## config.mk

```make
export PLATFORM = sky130hd
export DESIGN_NAME = instruction_fetch_stage
export DESIGN_NICKNAME = d
export VERILOG_FILES = /design/src/rtl/instruction_fetch_stage.sv
export SDC_FILE = /design/constraint.sdc
export NUM_CORES = 1
export LEC_CHECK = 0
export ABC_AREA = 1
export BUFFER_PORTS_ARGS = -buffer_cell sky130_fd_sc_hd__buf_2
export CORE_UTILIZATION = 55
export DETAILED_ROUTE_END_ITERATION = 10
export GPL_TIMING_DRIVEN = 0
export PLACE_DENSITY = 0.89
export SKIP_CTS_REPAIR_TIMING = 1
export SLEW_MARGIN = 20
export SYNTH_ARGS = -nofsm -noshare
export SYNTH_HDL_FRONTEND = slang
export SYNTH_SLANG_ARGS = --single-unit
export TNS_END_PERCENT = 10
```

## constraint.sdc

```tcl
create_clock -name clk -period 2.1 [get_ports clk]
set_clock_uncertainty 0.15 [all_clocks]
set_input_delay 0 -clock clk [delete_from_list [all_inputs] [get_ports clk]]
set_output_delay 0 -clock clk [all_outputs]
set_load 0.01 [all_outputs]
```

## src/rtl/instruction_fetch_stage.sv

```systemverilog
// IF stage: owns the PC, fetches over a req/ack instruction memory and drives the IF/ID register.
// Optional IF_STALL_COUNTER_EN adds a saturating stall_cycles counter output.
module instruction_fetch_stage #(
    parameter int                ADDR_W   = 32,
    parameter logic [ADDR_W-1:0] RESET_PC = '0
) (
    input  logic              clk,
    input  logic              rst,
    input  logic              freeze,
    input  logic              branch_taken,
    input  logic [ADDR_W-1:0] branch_address,
    output logic              imem_req,
    output logic [ADDR_W-1:0] imem_addr,
    input  logic              imem_ack,
    input  logic [31:0]       imem_rdata,
    output logic              ifid_valid,
    output logic [31:0]       ifid_instr,
    output logic [ADDR_W-1:0] ifid_pc
`ifdef IF_STALL_COUNTER_EN
    ,
    output logic [31:0]       stall_cycles
`endif
);

    // Handshake: while imem_req=1 the address is stable until a cycle with imem_ack=1,
    // which completes the fetch; imem_ack is ignored whenever imem_req=0.
    typedef enum logic [1:0] {
        ST_REQ   = 2'd0,
        ST_HOLD  = 2'd1,
        ST_DRAIN = 2'd2
    } state_e;

    state_e            state_q, state_d;
    logic [ADDR_W-1:0] pc_q, pc_d;
    logic [ADDR_W-1:0] redirect_q, redirect_d;
    logic [31:0]       hold_q, hold_d;
    logic              ifid_valid_q, ifid_valid_d;
    logic [31:0]       ifid_instr_q, ifid_instr_d;
    logic [ADDR_W-1:0] ifid_pc_q, ifid_pc_d;

    logic [ADDR_W-1:0] pc_plus4;
    logic [ADDR_W-1:0] branch_aligned;

    // PC is kept word-aligned, so the low bits of a redirect target are dropped on load.
    assign pc_plus4       = pc_q + ADDR_W'(4);
    assign branch_aligned = branch_address & ~ADDR_W'(3);

    assign imem_req   = !rst && (state_q != ST_HOLD);
    assign imem_addr  = pc_q & ~ADDR_W'(3);
    assign ifid_valid = ifid_valid_q;
    assign ifid_instr = ifid_instr_q;
    assign ifid_pc    = ifid_pc_q;

    always_comb begin
        state_d      = state_q;
        pc_d         = pc_q;
        redirect_d   = redirect_q;
        hold_d       = hold_q;
        ifid_valid_d = ifid_valid_q;
        ifid_instr_d = ifid_instr_q;
        ifid_pc_d    = ifid_pc_q;

        case (state_q)
            ST_REQ: begin
                if (branch_taken) begin
                    ifid_valid_d = 1'b0;
                    if (imem_ack) begin
                        pc_d = branch_aligned;
                    end else begin
                        redirect_d = branch_aligned;
                        state_d    = ST_DRAIN;
                    end
                end else if (imem_ack) begin
                    if (freeze) begin
                        hold_d  = imem_rdata;
                        state_d = ST_HOLD;
                    end else begin
                        ifid_instr_d = imem_rdata;
                        ifid_pc_d    = pc_plus4;
                        ifid_valid_d = 1'b1;
                        pc_d         = pc_plus4;
                    end
                end else if (!freeze) begin
                    ifid_valid_d = 1'b0;
                end
            end
            ST_HOLD: begin
                if (branch_taken) begin
                    pc_d         = branch_aligned;
                    ifid_valid_d = 1'b0;
                    state_d      = ST_REQ;
                end else if (!freeze) begin
                    ifid_instr_d = hold_q;
                    ifid_pc_d    = pc_plus4;
                    ifid_valid_d = 1'b1;
                    pc_d         = pc_plus4;
                    state_d      = ST_REQ;
                end
            end
            ST_DRAIN: begin
                // The abandoned fetch must still complete before the redirect is issued.
                ifid_valid_d = 1'b0;
                if (imem_ack) begin
                    pc_d    = branch_taken ? branch_aligned : redirect_q;
                    state_d = ST_REQ;
                end else if (branch_taken) begin
                    redirect_d = branch_aligned;
                end
            end
            default: begin
                state_d = ST_REQ;
            end
        endcase
    end

    always_ff @(posedge clk) begin
        if (rst) begin
            state_q      <= ST_REQ;
            pc_q         <= RESET_PC;
            redirect_q   <= '0;
            hold_q       <= '0;
            ifid_valid_q <= 1'b0;
            ifid_instr_q <= '0;
            ifid_pc_q    <= '0;
        end else begin
            state_q      <= state_d;
            pc_q         <= pc_d;
            redirect_q   <= redirect_d;
            hold_q       <= hold_d;
            ifid_valid_q <= ifid_valid_d;
            ifid_instr_q <= ifid_instr_d;
            ifid_pc_q    <= ifid_pc_d;
        end
    end

`ifdef IF_STALL_COUNTER_EN
    logic [31:0] stall_q, stall_d;
    logic        stall_event;

    // A cycle stalls whenever no new instruction can be delivered into IF/ID.
    always_comb begin
        stall_event = ((state_q == ST_REQ) && !imem_ack) ||
                      (state_q == ST_HOLD) || (state_q == ST_DRAIN);
        stall_d     = stall_q;
        if (stall_event && (stall_q != 32'hFFFF_FFFF)) begin
            stall_d = stall_q + 32'd1;
        end
    end

    always_ff @(posedge clk) begin
        if (rst) begin
            stall_q <= '0;
        end else begin
            stall_q <= stall_d;
        end
    end

    assign stall_cycles = stall_q;
`endif

endmodule

```

== Word-level counts from Yosys, hierarchy flattened ==
Cells that the tools add are included.

* Order comparisons: 0
* Reduce and logical (&&, ||, !) cells: 13
* Div/mod/pow operators: 0
* $add $sub $neg: 1
* Shifts and indexed selects: 0
* Multiply operators: 0
* Muxes and demuxes: 37
* Bitwise logic cells: 1
* Equality and inequality tests: 17

{| class="wikitable"
|+ Operators with widths
! cell !! count
|-
| $mux 32 || 19
|-
| $pmux 32 s2 || 3
|-
| $pmux 32 s3 || 1
|-
| $add 32x3->32 const B || 1
|-
| $ne 2x2->1 const B || 9
|-
| $mux 2 || 7
|-
| $ne 3x3->1 const B || 4
|-
| $reduce_and 4->1 || 3
|-
| $pmux 2 s3 || 1
|-
| $reduce_and 6->1 || 1
|-
| $mux 1 || 5
|-
| $reduce_and 5->1 || 1
|-
| $ne 4x4->1 const B || 1
|-
| $reduce_bool 2->1 || 2
|-
| $pmux 1 s3 || 1
|-
| $reduce_and 3->1 || 1
|-
| $reduce_bool 3->1 || 1
|-
| $eq 2x1->1 const B || 1
|-
| $eq 2x2->1 const B || 1
|-
| $logic_not 2->1 || 1
|-
| $ne 2x1->1 const B || 1
|-
| $reduce_and 2->1 || 1
|-
| $logic_and 1x1->1 || 1
|-
| $logic_not 1->1 || 1
|-
| $not 1->1 || 1
|}

* Memory bits (writable): 0
* Memories kept: 0
* Bits in latches: 0
* Output and inout port bits: 98
* Memory bits (read-only): 0
* Word-level logic and storage cells: 76
* Register bits: 163
* Input port bits: 69

== Longest topological paths before layout ==
* Depth in word-level cells: 5
* Depth in mapped cells: 12
* Gate-level depth less buffers: 12

== Worst setup path after synthesis ==
OpenSTA, ideal clock, no wires.

* Kind: register to register
* From: register state_q[1]
* To: register ifid_pc_q[7] (netlist: ifid_pc[7])
* Path buffers: 2
* Period minus slack after synthesis: 1840 ps
* Library setup time: 114 ps
* Path slack: 260 ps
* Stages on the path, launching flop included: 13
* Arrival time: 1576 ps
* Cell sequence: dfxtp_1 inv_1 ha_1 inv_2 nor2_2 nor3_2 o21ai_2 inv_2 buf_6 buf_6 nand2_1 o211ai_2 inv_1

* Longest elaborated chain between the ends: 3
* Elaborated cells between the ends (all ways): 8
* Classes of those cells: eq/ne: 4; mux: 1; reduce/logical: 3

{| class="wikitable"
|+ Ends and longest elaborated chain
! element !! RTL line !! source
|-
| start, declared || 33 || <nowiki>state_e state_q, state_d;</nowiki>
|-
| start signal, assigned || 126 || <nowiki>state_q <= state_d;</nowiki>
|-
| $eq 2x1->1 / $logic_not 2->1 (equally long branches) || 63 || <nowiki>case (state_q)</nowiki>
|-
| $ne 2x2->1 (no source line) / $reduce_bool 2->1 (equally long branches) || -- ||
|-
| $reduce_and 4->1 (no source line) || -- ||
|-
| end signal, assigned || 132 || <nowiki>ifid_pc_q <= ifid_pc_d;</nowiki>
|-
| end, declared || 39 || <nowiki>logic [ADDR_W-1:0] ifid_pc_q, ifid_pc_d;</nowiki>
|}

Several ways; a longest one is shown, not always the timed one.
A chain may end at the register's enable or synchronous reset.

== Final worst setup path ==
* From: register state_q[1]
* To: register ifid_instr_q[10] (netlist: ifid_instr[10])

* Longest elaborated chain between the ends: 3
* Elaborated cells between the ends (all ways): 10
* Classes of those cells: eq/ne: 6; mux: 1; reduce/logical: 3

{| class="wikitable"
|+ Ends and longest elaborated chain
! element !! RTL line !! source
|-
| $eq 2x1->1 / $logic_not 2->1 (equally long branches) || 63 ||
|-
| $ne 2x2->1 (no source line) / $reduce_bool 2->1 (equally long branches) || -- ||
|-
| $reduce_and 6->1 (no source line) || -- ||
|-
| end signal, assigned || 131 || <nowiki>ifid_instr_q <= ifid_instr_d;</nowiki>
|-
| end, declared || 38 || <nowiki>logic [31:0] ifid_instr_q, ifid_instr_d;</nowiki>
|}

Several ways; a longest one is shown, not always the timed one.

==> impl_metrics.tcl <==
set metrics [dict create \
    grt_overflow 0 \
    cts_tree "built" \
    globalplace.congestion 0.965 \
    synthTopCellsByArea "dfxtp_1 (41%), nand2_1 (16%), a21oi_1 (12%), o21ai_0 (9.5%), inv_1 (3.9%)" \
    dp.cells 1512 \
    fin_hold_ws_ns -0.0470 \
    layout-drive-gt1-share 0.189 \
    maxSlewViolCount 0 \
    cts.sinks 163 \
    powerDensity_nw_per_um2 845 \
    cp_max_fo 10 \
    final_cell_mix "nand2_1 (330), a21oi_1 (197), buf_2 (174)" \
    diodes 0 \
    mappedNetlistArea_um2 7960 \
    start_util 0.569 \
    setup_viol 11 \
    clkTransAtPathRegs_ns 0.07 \
    num_vias 9277 \
    status "finished with violations" \
    drv_cap 0 \
    wl_per_cell_um 16.9 \
    tightest_slew_ns 0.631 \
    worst_slack_ns -0.185 \
    row_count 43 \
    hp-class "in -> reg" \
    ys_ff_latch 163 \
    finalHoldViolations 2 \
    grt_pass1_wl_mm 38.3 \
    fmax_mhz 438 \
    antenna_found_initial 0 \
    power_leakage_nw 4.75 \
    yosysTopAreaCell "dfxtp_1" \
    syn2layout_area_growth_pct 30.5 \
    utilization 0.743 \
    ys_warn_count 0 \
    final_common_cell "nand2_1" \
    clock_latency_ns 0.43 \
    track_usage 0.330 \
    vdd_drop_max_mv 0.601 \
    coreArea_um2 14000 \
    finalWirelength_mm 27.2 \
    synth.distinct_cells 35 \
    crit_path_end_kind "flop" \
    io_buffers 160 \
    violations "negative hold slack, negative setup slack" \
    chipHeight_um 122 \
    numCtsBuffers 17 \
    drc 0 \
    drt_first_pass_iters 11 \
    synth.top_cell.area_share 0.410 \
    first_global_vias 7844 \
    avgSynthCellArea_um2 6.80 \
    finalNonFillerCells 1611 \
    via_per_inst 5.76 \
    nets 1494 \
    ys_seq_area_frac 0.410 \
    dieArea_um2 15000 \
    worstPathRequired_ns 2.29 \
    postRouteAntennaNets 0 \
    syn_inst 1171 \
    grt_start_max_net_pins 17 \
    path_class "reg -> reg" \
    die_w_um 122 \
    period_needed_ns 2.29 \
    pin_count 167 \
    dpl.hpwl_mm 17.7 \
    max_slew_margin 0.579 \
    root_buffer "clkbuf_16" \
    clockBufferDepth 2 \
    timing.final.crit_share 1.09 \
    ctsHtreeMaxLevel 4 \
    rsz0062_at_grt "true" \
    arrival_ns 2.47 \
    critPathLaunchType "flop" \
    drt_iter0_markers 1080 \
]
[cell families (layout without fill, tap and decap cells)]
kind of cell	after synthesis	count (layout)	share of synthesized area
other cells	1	2	0.000471
flops	163	163	0.410
compound gates	381	381	0.254
buf+inv	164	423	0.0848
simple gates	442	442	0.226
xor+xnor	15	15	0.0165
fa+ha+maj	5	5	0.00786
[worst paths after layout]
| kind | startpoint | to | slack [ns] | cells past startpoint |
|---|---|---|---|---|
| max | state_q[1] | ifid_instr[10] | -0.19 | 11 |
| min | imem_ack | ifid_valid | -0.05 | 5 |
| max reg2reg | state_q[1] | ifid_instr[10] | -0.19 | 11 |
| min reg2reg | pc_q[1] | ifid_pc[1] | 0.31 | 2 |
[final cells by class]
type | instances | area, µm²
Timing Repair Buffer | 229 | 1490
Clock buffer | 19 | 443
Inverter | 86 | 325
Fill cell | 1045 | 3600
Sequential cell | 163 | 3270
Tap cell | 180 | 225
Buffer | 78 | 412
Multi-Input combinational cell | 845 | 4070
Clock inverter | 11 | 154
[flip-flops by register name, summed over array words and instances (netlist names)]
name and count:
pc_q 32, state_q 2, hold_q 32, ifid_pc 32, ifid_instr 32, redirect_q 32, ifid_valid 1
[cell usage after synthesis, drive strengths merged]
| master | count |
|---|---|
| nand4 | 1 |
| o211ai | 9 |
| a21oi | 197 |
| a211oi | 3 |
| nand2 | 332 |
| buf | 29 |
| o21ai | 156 |
| xor2 | 14 |
| xnor2 | 1 |
| nor3 | 5 |
| nor2 | 79 |
| nand3b | 5 |
| dfxtp | 163 |
| conb | 1 |
| o2111ai | 1 |
| inv | 86 |
| and2 | 3 |
| o21a | 15 |
| ha | 5 |
| clkbuf | 49 |
| nand3 | 17 |
[power breakdown]
group	switching (mW)	internal, mW
Sequential	0.266	3.40
Clock	1.30	1.90
Combinational	1.20	0.714
Total	2.76	6.01
[routing by layer]
layer | wire (µm) | GRT usage | up-vias
met2 | 13000 | 0.541 | 662
met1 | 10200 | 0.402 | 4179
li1 | - | - | 4325
met3 | 2890 | 0.0850 | 111
met4 | 1190 | 0.157 | 0
met5 | 0 | 0 | -
[critical path, cell delays in order, from the launching register on]
cell     delay (ns)
dfxtp_4        0.38
inv_1          0.09
ha_4           0.21
inv_4          0.09
nor2_2         0.05
nor3_2         0.26
o21ai_4        0.17
inv_2          0.12
buf_12         0.15
buf_6          0.17
nand2_1        0.11
a21oi_1        0.24
[stage by stage]
step	power, mW	cell area (µm²)	hold slack (ns)	TNS (ns)	setup WS, ns
after floorplan	4.73	7970	-0.00690	0	0.260
after global placement	5.32	8990	0.0951	-10.57	-0.187
after detailed placement	5.37	8990	0.105	-17.42	-0.259
after CTS	8.52	9590	-0.343	-22.47	-0.336
after global routing	9.12	10400	0.0110	-3.13	-0.190
final	8.78	10400	-0.0470	-0.417	-0.185
No activity file was read; power rests on OpenSTA's default activity.
